**config.mk**
```make
export PLATFORM = sky130hd
export DESIGN_NAME = fp_norm_pack_flat
export DESIGN_NICKNAME = d
export VERILOG_FILES = /design/src/rtl/fp_pkg.sv /design/src/rtl/fp_norm_pack_if.sv /design/src/rtl/fp_pack_word.sv /design/src/rtl/fp_norm_pack.sv /design/src/flat_wrapper.sv
export SDC_FILE = /design/constraint.sdc
export NUM_CORES = 1
export LEC_CHECK = 0
export ABC_AREA = 1
export ABC_CLOCK_PERIOD_IN_PS = 4700
export BUFFER_PORTS_ARGS = -buffer_cell sky130_fd_sc_hd__clkbuf_2
export CAP_MARGIN = 30
export CORE_ASPECT_RATIO = 0.9
export CORE_MARGIN = 3
export CORE_UTILIZATION = 60
export DETAILED_ROUTE_END_ITERATION = 12
export PLACE_DENSITY = 0.85
export SLEW_MARGIN = 40
export SYNTH_ARGS = -nofsm -noshare
export SYNTH_HDL_FRONTEND = slang
export SYNTH_SLANG_ARGS = --single-unit
```
**constraint.sdc**
```tcl
create_clock -name clk -period 4.7 [get_ports clk]
set_input_delay 0.235 -clock clk [delete_from_list [all_inputs] [get_ports clk]]
set_output_delay 0.235 -clock clk [all_outputs]
set_load 0.01 [all_outputs]
```
**src/rtl/fp_pkg.sv**
```systemverilog
// Shared types and constants for the FP normalize/pack stage.
// Covers the FSM state type, working-exponent width and the IEEE single-precision field layout.
package fp_pkg;

  typedef enum logic [1:0] {
    IDLE = 2'd0,
    NORM = 2'd1,
    PACK = 2'd2,
    DONE = 2'd3
  } state_t;

  // Working exponent spans -23..256, so 10 bits signed never wraps.
  localparam int WEXP_W      = 10;
  localparam int EXP_MAX     = 255;
  localparam int FRAC_W      = 23;
  localparam int EXP_FIELD_W = 8;
  localparam int SIGN_BIT    = 31;
  localparam int EXP_MSB     = 30;
  localparam int EXP_LSB     = 23;

  localparam logic [31:0] INF_WORD = 32'h7F800000;

endpackage

```
**src/rtl/fp_norm_pack_if.sv**
```systemverilog
// Upstream/downstream handshake bundle for fp_norm_pack.
// A transfer happens on a rising edge where valid and ready are both high; valid never depends on ready.
interface fp_norm_pack_if #(
  parameter int MANT_W = 24,
  parameter int EXP_W  = 8
);
  logic              in_valid;
  logic              in_ready;
  logic [MANT_W-1:0] mant_in;
  logic              carry_in;
  logic [EXP_W-1:0]  exp_in;
  logic              sign_in;
  logic              out_valid;
  logic              out_ready;
  logic [31:0]       result;
  logic              flag_zero;
  logic              flag_ovf;
  logic              flag_udf;

  modport master (
    output in_valid, mant_in, carry_in, exp_in, sign_in, out_ready,
    input  in_ready, out_valid, result, flag_zero, flag_ovf, flag_udf
  );

  modport slave (
    input  in_valid, mant_in, carry_in, exp_in, sign_in, out_ready,
    output in_ready, out_valid, result, flag_zero, flag_ovf, flag_udf
  );
endinterface

```
**src/rtl/fp_pack_word.sv**
```systemverilog
// Combinational packing of a normalized mantissa into an IEEE single word.
// Priority: exact zero, then overflow to infinity, then underflow flush, then normal pack.
module fp_pack_word
  import fp_pkg::*;
(
  input  logic                     sign,
  input  logic signed [WEXP_W-1:0] exp,
  input  logic [FRAC_W:0]          mant,
  input  logic                     zero,
  output logic [31:0]              word,
  output logic                     flag_zero,
  output logic                     flag_ovf,
  output logic                     flag_udf
);

  localparam logic signed [WEXP_W-1:0] EXP_MAX_S = WEXP_W'(EXP_MAX);
  localparam logic signed [WEXP_W-1:0] EXP_ZERO  = '0;

  always_comb begin
    word      = '0;
    flag_zero = 1'b0;
    flag_ovf  = 1'b0;
    flag_udf  = 1'b0;
    if (zero) begin
      // Exact zero is always +0, whatever the incoming sign.
      flag_zero = 1'b1;
    end else if (exp >= EXP_MAX_S) begin
      word           = INF_WORD;
      word[SIGN_BIT] = sign;
      flag_ovf       = 1'b1;
    end else if (exp <= EXP_ZERO) begin
      word[SIGN_BIT] = sign;
      flag_udf       = 1'b1;
    end else begin
      word[SIGN_BIT]        = sign;
      word[EXP_MSB:EXP_LSB] = exp[EXP_FIELD_W-1:0];
      word[FRAC_W-1:0]      = mant[FRAC_W-1:0];
    end
  end

endmodule

```
**src/rtl/fp_norm_pack.sv**
```systemverilog
// Normalizes the adder mantissa one bit per cycle, then packs a truncated IEEE single word.
// Single-entry stage: a new operand is taken only in IDLE, the result is held in DONE.
module fp_norm_pack
  import fp_pkg::*;
#(
  parameter int MANT_W = 24,
  parameter int EXP_W  = 8
) (
  input  logic   clk,
  input  logic   rst_n,
  fp_norm_pack_if.slave bus,
  output state_t state_dbg
);

  state_t state_q, state_d;

  logic [MANT_W-1:0]        mant_r;
  logic                     carry_r;
  logic signed [WEXP_W-1:0] exp_r;
  logic                     sign_r;
  logic                     zero_r;
  logic [31:0]              result_r;
  logic                     flag_zero_r;
  logic                     flag_ovf_r;
  logic                     flag_udf_r;

  logic [31:0] pk_word;
  logic        pk_zero;
  logic        pk_ovf;
  logic        pk_udf;

  logic mant_is_zero;
  logic mant_msb;

  assign mant_is_zero = (mant_r == '0);
  assign mant_msb     = mant_r[MANT_W-1];

  // State register
  always_ff @(posedge clk or negedge rst_n) begin
    if (!rst_n) state_q <= IDLE;
    else        state_q <= state_d;
  end

  // Next-state logic; NORM priority is carry, zero, left shift, done.
  always_comb begin
    state_d = state_q;
    case (state_q)
      IDLE: if (bus.in_valid) state_d = NORM;
      NORM: begin
        if (carry_r)           state_d = NORM;
        else if (mant_is_zero) state_d = PACK;
        else if (!mant_msb)    state_d = NORM;
        else                   state_d = PACK;
      end
      PACK: state_d = DONE;
      DONE: if (bus.out_ready) state_d = IDLE;
      default: state_d = IDLE;
    endcase
  end

  // Output logic
  always_comb begin
    bus.in_ready  = (state_q == IDLE);
    bus.out_valid = (state_q == DONE);
    state_dbg     = state_q;
  end

  // Datapath follows the same priority as the next-state logic.
  always_ff @(posedge clk or negedge rst_n) begin
    if (!rst_n) begin
      mant_r      <= '0;
      carry_r     <= 1'b0;
      exp_r       <= '0;
      sign_r      <= 1'b0;
      zero_r      <= 1'b0;
      result_r    <= '0;
      flag_zero_r <= 1'b0;
      flag_ovf_r  <= 1'b0;
      flag_udf_r  <= 1'b0;
    end else begin
      case (state_q)
        IDLE: begin
          if (bus.in_valid) begin
            mant_r  <= bus.mant_in;
            carry_r <= bus.carry_in;
            exp_r   <= signed'(WEXP_W'(bus.exp_in));
            sign_r  <= bus.sign_in;
            zero_r  <= 1'b0;
          end
        end
        NORM: begin
          if (carry_r) begin
            // Carry becomes the new hidden bit; the old LSB is truncated.
            mant_r  <= {1'b1, mant_r[MANT_W-1:1]};
            exp_r   <= exp_r + WEXP_W'(1);
            carry_r <= 1'b0;
          end else if (mant_is_zero) begin
            zero_r <= 1'b1;
          end else if (!mant_msb) begin
            mant_r <= {mant_r[MANT_W-2:0], 1'b0};
            exp_r  <= exp_r - WEXP_W'(1);
          end
        end
        PACK: begin
          result_r    <= pk_word;
          flag_zero_r <= pk_zero;
          flag_ovf_r  <= pk_ovf;
          flag_udf_r  <= pk_udf;
        end
        DONE: begin
          if (bus.out_ready) begin
            flag_zero_r <= 1'b0;
            flag_ovf_r  <= 1'b0;
            flag_udf_r  <= 1'b0;
          end
        end
        default: ;
      endcase
    end
  end

  fp_pack_word u_pack (
    .sign      (sign_r),
    .exp       (exp_r),
    .mant      (mant_r),
    .zero      (zero_r),
    .word      (pk_word),
    .flag_zero (pk_zero),
    .flag_ovf  (pk_ovf),
    .flag_udf  (pk_udf)
  );

  assign bus.result    = result_r;
  assign bus.flag_zero = flag_zero_r;
  assign bus.flag_ovf  = flag_ovf_r;
  assign bus.flag_udf  = flag_udf_r;

endmodule
```
**src/flat_wrapper.sv**
```systemverilog
// flat-port wrapper written by rule: the top's interface ports become plain ports
module fp_norm_pack_flat import fp_pkg::*;
#(
  parameter int MANT_W = 24,
  parameter int EXP_W  = 8
)
  (clk, rst_n, state_dbg, bus_in_valid, bus_mant_in, bus_carry_in, bus_exp_in, bus_sign_in, bus_out_ready, bus_in_ready, bus_out_valid, bus_result, bus_flag_zero, bus_flag_ovf, bus_flag_udf);
  fp_norm_pack_if #(.MANT_W(MANT_W), .EXP_W(EXP_W)) bus_i ();
  input  logic clk;
  input  logic rst_n;
  output state_t state_dbg;
  input wire logic [$bits(bus_i.in_valid)-1:0] bus_in_valid;
  input wire logic [$bits(bus_i.mant_in)-1:0] bus_mant_in;
  input wire logic [$bits(bus_i.carry_in)-1:0] bus_carry_in;
  input wire logic [$bits(bus_i.exp_in)-1:0] bus_exp_in;
  input wire logic [$bits(bus_i.sign_in)-1:0] bus_sign_in;
  input wire logic [$bits(bus_i.out_ready)-1:0] bus_out_ready;
  output wire logic [$bits(bus_i.in_ready)-1:0] bus_in_ready;
  output wire logic [$bits(bus_i.out_valid)-1:0] bus_out_valid;
  output wire logic [$bits(bus_i.result)-1:0] bus_result;
  output wire logic [$bits(bus_i.flag_zero)-1:0] bus_flag_zero;
  output wire logic [$bits(bus_i.flag_ovf)-1:0] bus_flag_ovf;
  output wire logic [$bits(bus_i.flag_udf)-1:0] bus_flag_udf;
  assign bus_i.in_valid = bus_in_valid;
  assign bus_i.mant_in = bus_mant_in;
  assign bus_i.carry_in = bus_carry_in;
  assign bus_i.exp_in = bus_exp_in;
  assign bus_i.sign_in = bus_sign_in;
  assign bus_i.out_ready = bus_out_ready;
  assign bus_in_ready = bus_i.in_ready;
  assign bus_out_valid = bus_i.out_valid;
  assign bus_result = bus_i.result;
  assign bus_flag_zero = bus_i.flag_zero;
  assign bus_flag_ovf = bus_i.flag_ovf;
  assign bus_flag_udf = bus_i.flag_udf;
  fp_norm_pack #(.MANT_W(MANT_W), .EXP_W(EXP_W)) u_core (.clk(clk), .rst_n(rst_n), .bus(bus_i), .state_dbg(state_dbg));
endmodule
```
==> impl_metrics.ini, run 1 <==
[global_route]
grt-ovfl-total = 0
antenna_found_initial = 0
grtUsageTotal_pct = 26.96
grt_pass1_vias = 3536
grt_max_degree = 40
grt_pass1_wl_um = 16890

[timing]
relSlewSlack_pct = 52.52
fin_ws_ps = 2443
clock.fmax_mhz = 443.0
finalCriticalPeriod_ps = 2257
finClkSkew_ps = 6.378
setup_viol = 0
setup_tns_ps = 0
timing.final.crit_share_pct = 48.03
timing.hold.ws_ps = 88.85
worst_slew_pin_slew_ps = 709.7
hold_viol = 0
rsz0062_at_grt = false
slew_viol_final = 0

[clock_network]
cts_tree = built
cts_setup_buffers = 0
cts_resized = 0
htreeDepth = 3
cts_sinks = 74
clockBufferDepth = 2
worstSkewPairLatency_ps = 350
cts_root_buffer = clkbuf_8
hold_buffers = 1
cts.clk_slew.worst_paths_ps = 80
cts_buffers = 9

[die]
core_area_um2 = 6621
io_pins = 77
die_x_um = 93.38
rows = 28
fp.dieH_um = 84.64
initial_utilization_pct = 62.26
die_area_um2 = 7903

[yosys]
synth_cell_types = 31
ys_ff_latch = 74
synth_top_area_share_pct = 44.92
syn_area_um2 = 4123
syn-num-nets = 619
synth_ff_type = dfrtp_1
seq_area_frac_synth_pct = 44.92
yosys_warnings = 0
synth_cells = 572
synth_top_area_cell = dfrtp_1
syn_avg_cell_area_um2 = 7.208
synth_edf_count = 0
async_flop_share_pct = 100.0
ys_top_cells_by_area = dfrtp_1 45%, nand2_1 22%, nand3_1 7.9%, inv_1 3.3%, nor2_1 2.7%

[place]
dp_slack_ps = 2492
dp.final_hpwl_um = 7435
port_buffers = 76
gp_congestion = 0.8830

[critical_path]
crit_required_ps = 4890
critPathKind = reg2reg
path_max_fanout = 39
critPathBufInv = 2
cp-end-kind = flop
cpLargestDelayFamily = simple AND/OR/NAND/NOR gates
crit_slowest_cell = dfrtp_1
max_stage_delay_ps = 480
cp_cell_sequence = inv_2 > nor2_4 > inv_2 > nand2_2 > nand2_2 > nand2_1 > o21ai_0
arrival_ps = 2450
cp-start-kind = flop

[route]
num_vias = 4000
postRouteAntennaNets = 0
drt-wirelength-per-cell_um = 13.99
drt_iter0_drc = 412
via_per_inst = 5.472
drtPass1Iterations = 5
drcViolationCount = 0
routed_wl_um = 10220

[power]
p_leak_uw = 0.002517
p_per_area_nw_per_um2 = 771.3
p_total_uw = 3626
vdd_drop_max_uv = 386.1

[final_layout]
fin_util_pct = 70.99
syn_to_final_growth_pct = 14.02
drive_gt1_share_pct = 17.00
nets = 683
n_antenna_cell = 0

[hold_path]
hp-class = in2reg

[job]
maxCapViolations = 0

[run_status]
status = completed
[area by class of cell]
type / count / area [um^2]
Multi-Input combinational cell: 433 / 1992
Fill cell: 548 / 1921
Sequential cell: 74 / 1852
Timing Repair Buffer: 78 / 400.4
Inverter: 40 / 150.1
Clock buffer: 10 / 127.6
Tap cell: 90 / 112.6
Clock inverter: 6 / 66.31
[cell usage in the layout, fill, tap and decap left out, types with 2 or more instances in the layout]
cell | netlist | final
nand3_1 | 65 | 65
nand2_1 | 245 | 245
clkinvlp_4 | 0 | 3
nor2_4 | 2 | 4
a21oi_1 | 11 | 11
buf_4 | 4 | 2
clkbuf_2 | 1 | 75
ha_1 | 8 | 8
clkbuf_8 | 0 | 9
a31oi_1 | 2 | 2
inv_1 | 36 | 36
nand4_1 | 8 | 8
nor2_1 | 30 | 30
inv_2 | 4 | 4
nand2_2 | 5 | 5
o21ai_1 | 21 | 21
o21a_1 | 2 | 2
dfrtp_1 | 74 | 74
o21ai_0 | 21 | 21
[report_power, final]
part | internal (uW) | switching, uW | leakage [uW]
logic | 656 | 1270 | 0.00148
clock network | 246 | 234 | 0.0000889
registers | 900 | 323 | 0.000949
total | 1800 | 1820 | 0.00252
[stage by stage]
step | cell area [um^2] | std cells
detailed placement | 4484 | 714
finish | 4701 | 731
CTS | 4688 | 731
global placement | 4484 | 714
global route | 4701 | 731
floorplan | 4123 | 572
[synthesized netlist by cell type (2+ instances only)]
cell,n
a21oi_1,11
a31oi_1,2
buf_2,11
buf_4,4
buf_6,2
clkbuf_1,7
dfrtp_1,74
ha_1,8
inv_1,36
inv_2,4
nand2_1,245
nand2_2,5
nand3_1,65
nand4_1,8
nor2_1,30
nor2_2,3
nor2_4,2
o21a_1,2
o21ai_0,21
o21ai_1,21
[worst paths after layout]
check	from	end	slack [ps]	depth (start not counted)
max in group asynchronous	rst_n	u_core.bus.result[9]	3460	3
worst max-delay path	u_core.state_dbg[0]	u_core.exp_r[1]	2440	7
min in group asynchronous	rst_n	u_core.bus.result[29]	380	2
worst max register to register	u_core.state_dbg[0]	u_core.exp_r[1]	2440	7
worst min register to register	u_core.bus.result[31]	u_core.bus.result[31]	490	2
worst min-delay path	bus_out_ready	u_core.state_dbg[0]	90	2
[cells by family (layout without fill, tap and decap cells)]
group,count (synthesis),count (layout),synth area share [%]
and+or+nand+nor,361,361,36.66
AOI/OAI and AO/OA,60,60,7.830
DFF,74,74,44.92
xor gates and xnor gates,2,2,0.4250
adders and majority gates,9,9,2.914
muxes,1,1,0.2428
buffers and inverters,65,134,7.010
[registers in the layout, summed over array words and instances, names as in the netlist, named ones only]
name                  count
u_core.bus.result        32
u_core.mant_r            24
u_core.exp_r             10
u_core.bus.flag_ovf       1
u_core.bus.flag_udf       1
u_core.bus.flag_zero      1
u_core.carry_r            1
u_core.sign_r             1
u_core.state_dbg          1
u_core.zero_r             1
[per-layer routing]
metal / routed length (um) / GRT usage [%] / vias up
met3: 1068 / 7.437 / 15
met5: 0 / 0 / -
met2: 4568 / 40.32 / 222
li1: - / - / 1962
met4: 103 / 6.125 / 0
met1: 4483 / 39.32 / 1801
Power figures use the tool's default switching activity.
==> run 2: changes to the inputs <==
ABC_CLOCK_PERIOD_IN_PS = 2150   (was 4700)
CORE_UTILIZATION = 56   (was 60)
PLACE_DENSITY = 0.8   (was 0.85)
clock period = 2.15 ns   (was 4.7 ns; I/O delays follow)
==> run 2 against run 1 <==
Effect of this change: global-route usage shrank 0.61 points; sequential power is 120% higher; via count is 0.33% higher; count of clock-buffer cells in the layout did not move; maximum frequency is 14% higher; sequential cell count unchanged; highest routed layer unchanged.
==> impl_metrics.ini, run 2 (synthesized netlist as in run 1, its figures left out) <==
[clock_network]
cts_buffers = 9
clockBufferDepth = 2
cts_sinks = 74
cts.clk_slew.worst_paths_ps = 80
htreeDepth = 3
cts_tree = built
cts_root_buffer = clkbuf_8
worstSkewPairLatency_ps = 350

[place]
port_buffers = 76
dp.final_hpwl_um = 7618
dp_slack_ps = 184.9
dp_cells = 730
gp_congestion = 0.9214

[critical_path]
critPathKind = reg2reg
worstSetupStartpoint = u_core.carry_r
crit_required_ps = 2390
rr_endpoint = u_core.exp_r[3]
rr_startpoint = u_core.carry_r
critical_path.endpoint = u_core.exp_r[3]
path_max_fanout = 11
cp-start-kind = flop
r2r_slack_ps = 170
cp-end-kind = flop
reg2reg_depth = 9
arrival_ps = 2220

[timing]
finalCriticalPeriod_ps = 1984
slew_viol_final = 0
rsz0062_at_grt = true
clock.fmax_mhz = 504.0
hold_viol = 0
setup_tns_ps = 0
relSlewSlack_pct = 60.70
timing.final.crit_share_pct = 92.29
setup_viol = 0
finClkSkew_ps = 9.916
fin_ws_ps = 165.8
timing.hold.ws_ps = 27.38
worst_slew_pin_slew_ps = 589.5

[die]
fp.dieH_um = 87.40
rows = 29
die_area_um2 = 8429
die_x_um = 96.45
io_pins = 77
core_area_um2 = 7112
initial_utilization_pct = 57.97

[global_route]
grt-ovfl-total = 0
grt_pass1_vias = 3642
grt_max_degree = 50
grt_pass1_wl_um = 17320
antenna_found_initial = 0
grtUsageTotal_pct = 26.35

[final_layout]
regArea_um2 = 1852
nets = 697
drive_gt1_share_pct = 18.78
syn_to_final_growth_pct = 17.97
largest_register_ffs = 32
fillers = 627
n_antenna_cell = 0
multi_input_comb_area_um2 = 1982
final_cell_count_no_fill = 748
final_common_cell = nand2_1
mostFrequentLayoutCells = 245 x nand2_1, 75 x clkbuf_2, 74 x dfrtp_1, 65 x nand3_1, 36 x inv_1

[route]
drt_iter0_drc = 453
num_vias = 4013
drtPass1Iterations = 6
via_per_inst = 5.365
drt-wirelength-per-cell_um = 13.98
postRouteAntennaNets = 0
drcViolationCount = 0
routed_wl_um = 10460

[power]
vdd_drop_max_uv = 866.0
p_leak_uw = 0.002622
p_per_area_nw_per_um2 = 1709

[job]
maxCapViolations = 0

[hold_path]
hp-class = in2reg

[run_status]
status = completed
-- run 2: what timing repair did --
item / CTS / global route
buffers inserted: 0 / 0
resized for setup: 0 / 0
setup endpoints to repair: 0 / 1
hold endpoints to repair: 26 / 0
hold buffers: 2 / 0
-- run 2: layout make-up --
class	count	share of cell area, %
clock buffers	10	2.830
clock inverters	6	1.955
flip-flops and latches	74	38.08
multi-input cells	433	40.75
well taps	93	2.393
repair buffers	92	10.91
inverters	40	3.087
-- run 2: worst min path at each step --
stage,from,end,slack (ps),cells past startpoint
finish,bus_sign_in,u_core.sign_r,30,3
global route,bus_sign_in,u_core.sign_r,50,3
CTS,bus_sign_in,u_core.sign_r,20,3
detailed placement,rst_n,u_core.bus.result[6],140,1
global placement,rst_n,u_core.bus.result[6],140,1
floorplan,rst_n,asynchronous set/reset pin,-190,0
-- run 2: layer usage --
layer | track usage (%) | share of wire [%]
met4 | 9.172 | 1.7
met3 | 4.927 | 8.1
met5 | 0 | 0
met1 | 40.04 | 47
met2 | 37.47 | 43
-- run 2: power by group --
group | switching, uW | internal (uW)
clock network | 535 | 697
logic | 2840 | 1620
registers | 659 | 1970
total | 4030 | 4280
-- run 2: stage by stage --
step	area (um^2)	utilization, %	power, uW
final	4863	68.38	8312
after global routing	4863	68.38	9122
after CTS	4863	68.38	8282
after detailed placement	4611	64.83	7029
after global placement	4611	64.83	6915
after floorplan	4123	-	5777
-- run 2: worst max-delay path, stage by stage (launching register included) --
cell and delay (ps):
dfrtp_1 440, inv_1 290, ha_1 370, a21oi_1 160, nand2_1 120, or2_2 290
nand3_1 70, nand2_1 50, nand2_1 50, nand2_1 40
==> run 3: changes to the inputs <==
CORE_ASPECT_RATIO = 1.75   (was 0.9)
CORE_UTILIZATION = 57   (was 56)
PLACE_DENSITY = 0.81   (was 0.8)
SYNTH_HIERARCHICAL = 1   (was unset)
==> run 3 against run 2 <==
Effect of this change: highest routed layer unchanged; power increased by 15%; sequential power decreased by 3%; maximum frequency increased by 0.39%; sequential cell count unchanged.
==> impl_metrics.ini, run 3 <==
[run_status]
status = completed

[die]
initial_utilization_pct = 59.20
core_area_um2 = 7672
io_pins = 77
die_x_um = 73.48
die_area_um2 = 9117
fp.dieH_um = 124.1
rows = 42

[timing]
setup_tns_ps = 0
relSlewSlack_pct = 63.00
finClkSkew_ps = 5.086
clock.fmax_mhz = 506.0
worst_slew_pin_slew_ps = 555.0
rsz0062_at_grt = false
finalCriticalPeriod_ps = 1976
hold_viol = 0
fin_ws_ps = 173.6
timing.final.crit_share_pct = 91.93
setup_viol = 0
timing.hold.ws_ps = 60.66
slew_viol_final = 0

[yosys]
syn-num-nets = 610
synth_ff_type = dfrtp_1
synth_edf_count = 0
seq_area_frac_synth_pct = 40.77
ys_top_cells_by_area = dfrtp_1 41%, nand2_1 14%, mux2_2 7.9%, nand3_1 4.8%, inv_1 4.4%
syn_area_um2 = 4542
async_flop_share_pct = 100.0
synth_common_cells = 170 x nand2_1, 74 x dfrtp_1, 53 x inv_1
synth_top_area_share_pct = 40.77
syn_avg_cell_area_um2 = 8.067
synth_most_common_cell = nand2_1
synth_cells = 563
synth_cell_types = 39
yosys_warnings = 6
ys_ff_latch = 74
synth_top_area_cell = dfrtp_1

[critical_path]
rr_startpoint = u_core/carry_r
crit_required_ps = 2370
critPathKind = reg2reg
reg2reg_depth = 9
rr_endpoint = u_core/exp_r[9]
cp-start-kind = flop
arrival_ps = 2200
path_max_fanout = 9
r2r_slack_ps = 170
cp-end-kind = flop

[final_layout]
syn_to_final_growth_pct = 17.02
final_cell_count_no_fill = 731
nets = 686
drive_gt1_share_pct = 26.59
largest_register_ffs = 32
final_common_cell = nand2_1
stdcell_area_um2 = 5315
mostFrequentLayoutCells = 170 x nand2_1, 75 x clkbuf_2, 74 x dfrtp_1, 53 x inv_1, 46 x nor2_1
n_antenna_cell = 0

[power]
p_leak_uw = 0.002849
vdd_drop_max_uv = 1055
p_per_area_nw_per_um2 = 1798

[route]
via_per_inst = 5.655
drt-wirelength-per-cell_um = 15.59
routed_wl_um = 11400
drcViolationCount = 0
drt_iter0_drc = 425
postRouteAntennaNets = 0
num_vias = 4134
drtPass1Iterations = 6

[place]
port_buffers = 76
gp_congestion = 0.9305
dp_slack_ps = 136.5
postPlaceCellArea_um2 = 4960
dp_cells = 713
dp.final_hpwl_um = 8446

[clock_network]
clockBufferDepth = 2
worstSkewPairLatency_ps = 340
cts.clk_slew.worst_paths_ps = 50
cts_sinks = 74
htreeDepth = 3
cts_tree = built
cts_buffers = 9
cts_root_buffer = clkbuf_16

[global_route]
grt_max_degree = 31
antenna_found_initial = 0
grt-ovfl-total = 0
grt_pass1_wl_um = 18700
grtUsageTotal_pct = 26.89
grt_pass1_vias = 4150

[hold_path]
hp-class = in2reg
holdCritStartpoint = bus_mant_in[17]
whs_endpoint = u_core/mant_r[17]
min_path_cells = 3

[job]
maxCapViolations = 0
==> run 3: cell count changes after synthesis, moves of 17 or more <==
| cell | previous run | this run |
|---|---|---|
| nand2_1 | 245 | 170 |
| nand3_1 | 65 | 44 |
| a32oi_1 | 0 | 21 |
| inv_1 | 36 | 53 |
| mux2_2 | 0 | 32 |
==> run 3: stage by stage <==
step / power, uW / utilization [%]
after CTS: 9552 / 69.21
final: 9554 / 69.28
after detailed placement: 7857 / 64.64
after global routing: 10430 / 69.28
after floorplan: 6603 / -
after global placement: 7659 / 64.64
==> run 3: critical path, stage by stage (launching register included) <==
cell,delay [ps]
dfrtp_1,410
inv_1,260
ha_1,330
or2_2,340
nand3b_1,120
nand2_1,80
nand2_1,80
nand3b_1,90
nand3_1,100
nand2_1,60
==> run 3: how the worst max path moves through the flow <==
stage / startpoint / endpoint / slack [ps] / cells after the start
2_1_floorplan: u_core/carry_r / u_core/exp_r[9] / 60 / 11
3_3_place_gp: u_core/carry_r / u_core/mant_r[4] / 210 / 5
3_5_place_dp: u_core/carry_r / u_core/mant_r[7] / 140 / 5
4_1_cts: u_core/carry_r / u_core/mant_r[6] / 120 / 5
5_1_grt: u_core/carry_r / u_core/exp_r[9] / 10 / 9
6_report: u_core/carry_r / u_core/exp_r[9] / 170 / 9
==> run 3: cell families after synthesis <==
| kind of cell | synth area share, % |
|---|---|
| AND/OR/NAND/NOR | 27.82 |
| buffers and inverters | 9.532 |
| flip-flops | 40.77 |
| AO/OA/AOI/OAI | 10.50 |
| multiplexers | 8.154 |
| adder cells (fa/ha/maj) | 2.645 |
| XOR/XNOR | 0.5786 |
==> run 3: area by class of cell <==
type                            instances  area [um^2]
Multi-Input combinational cell        403         2262
Fill cell                             624         2357
Clock buffer                           13        260.3
Inverter                               58        217.7
Timing Repair Buffer                   93        553.0
Sequential cell                        74         1852
Clock inverter                          2        60.06
Tap cell                               88        110.1
==> run 3: power by group <==
| group | total (uW) | internal, uW | leakage (uW) | switching [uW] |
|---|---|---|---|---|
| Clock | 1630 | 1070 | 0.000156 | 554 |
| Sequential | 2550 | 2030 | 0.000948 | 522 |
| Combinational | 5380 | 2090 | 0.00175 | 3290 |
| Total | 9550 | 5190 | 0.00285 | 4360 |
==> run 3: what timing repair did <==
item,CTS,global route
gates resized for setup,0,1
setup buffers,0,0
hold buffers,3,0
hold endpoints to repair,20,0
setup endpoints to repair,0,1
==> run 3: layer usage <==
metal	track usage (%)	wire length [um]	vias to the layer above
met1	28.39	4120	1942
met3	4.847	564	46
met5	0	0	-
met2	47.22	6052	152
met4	18.03	659	0
li1	-	-	1994
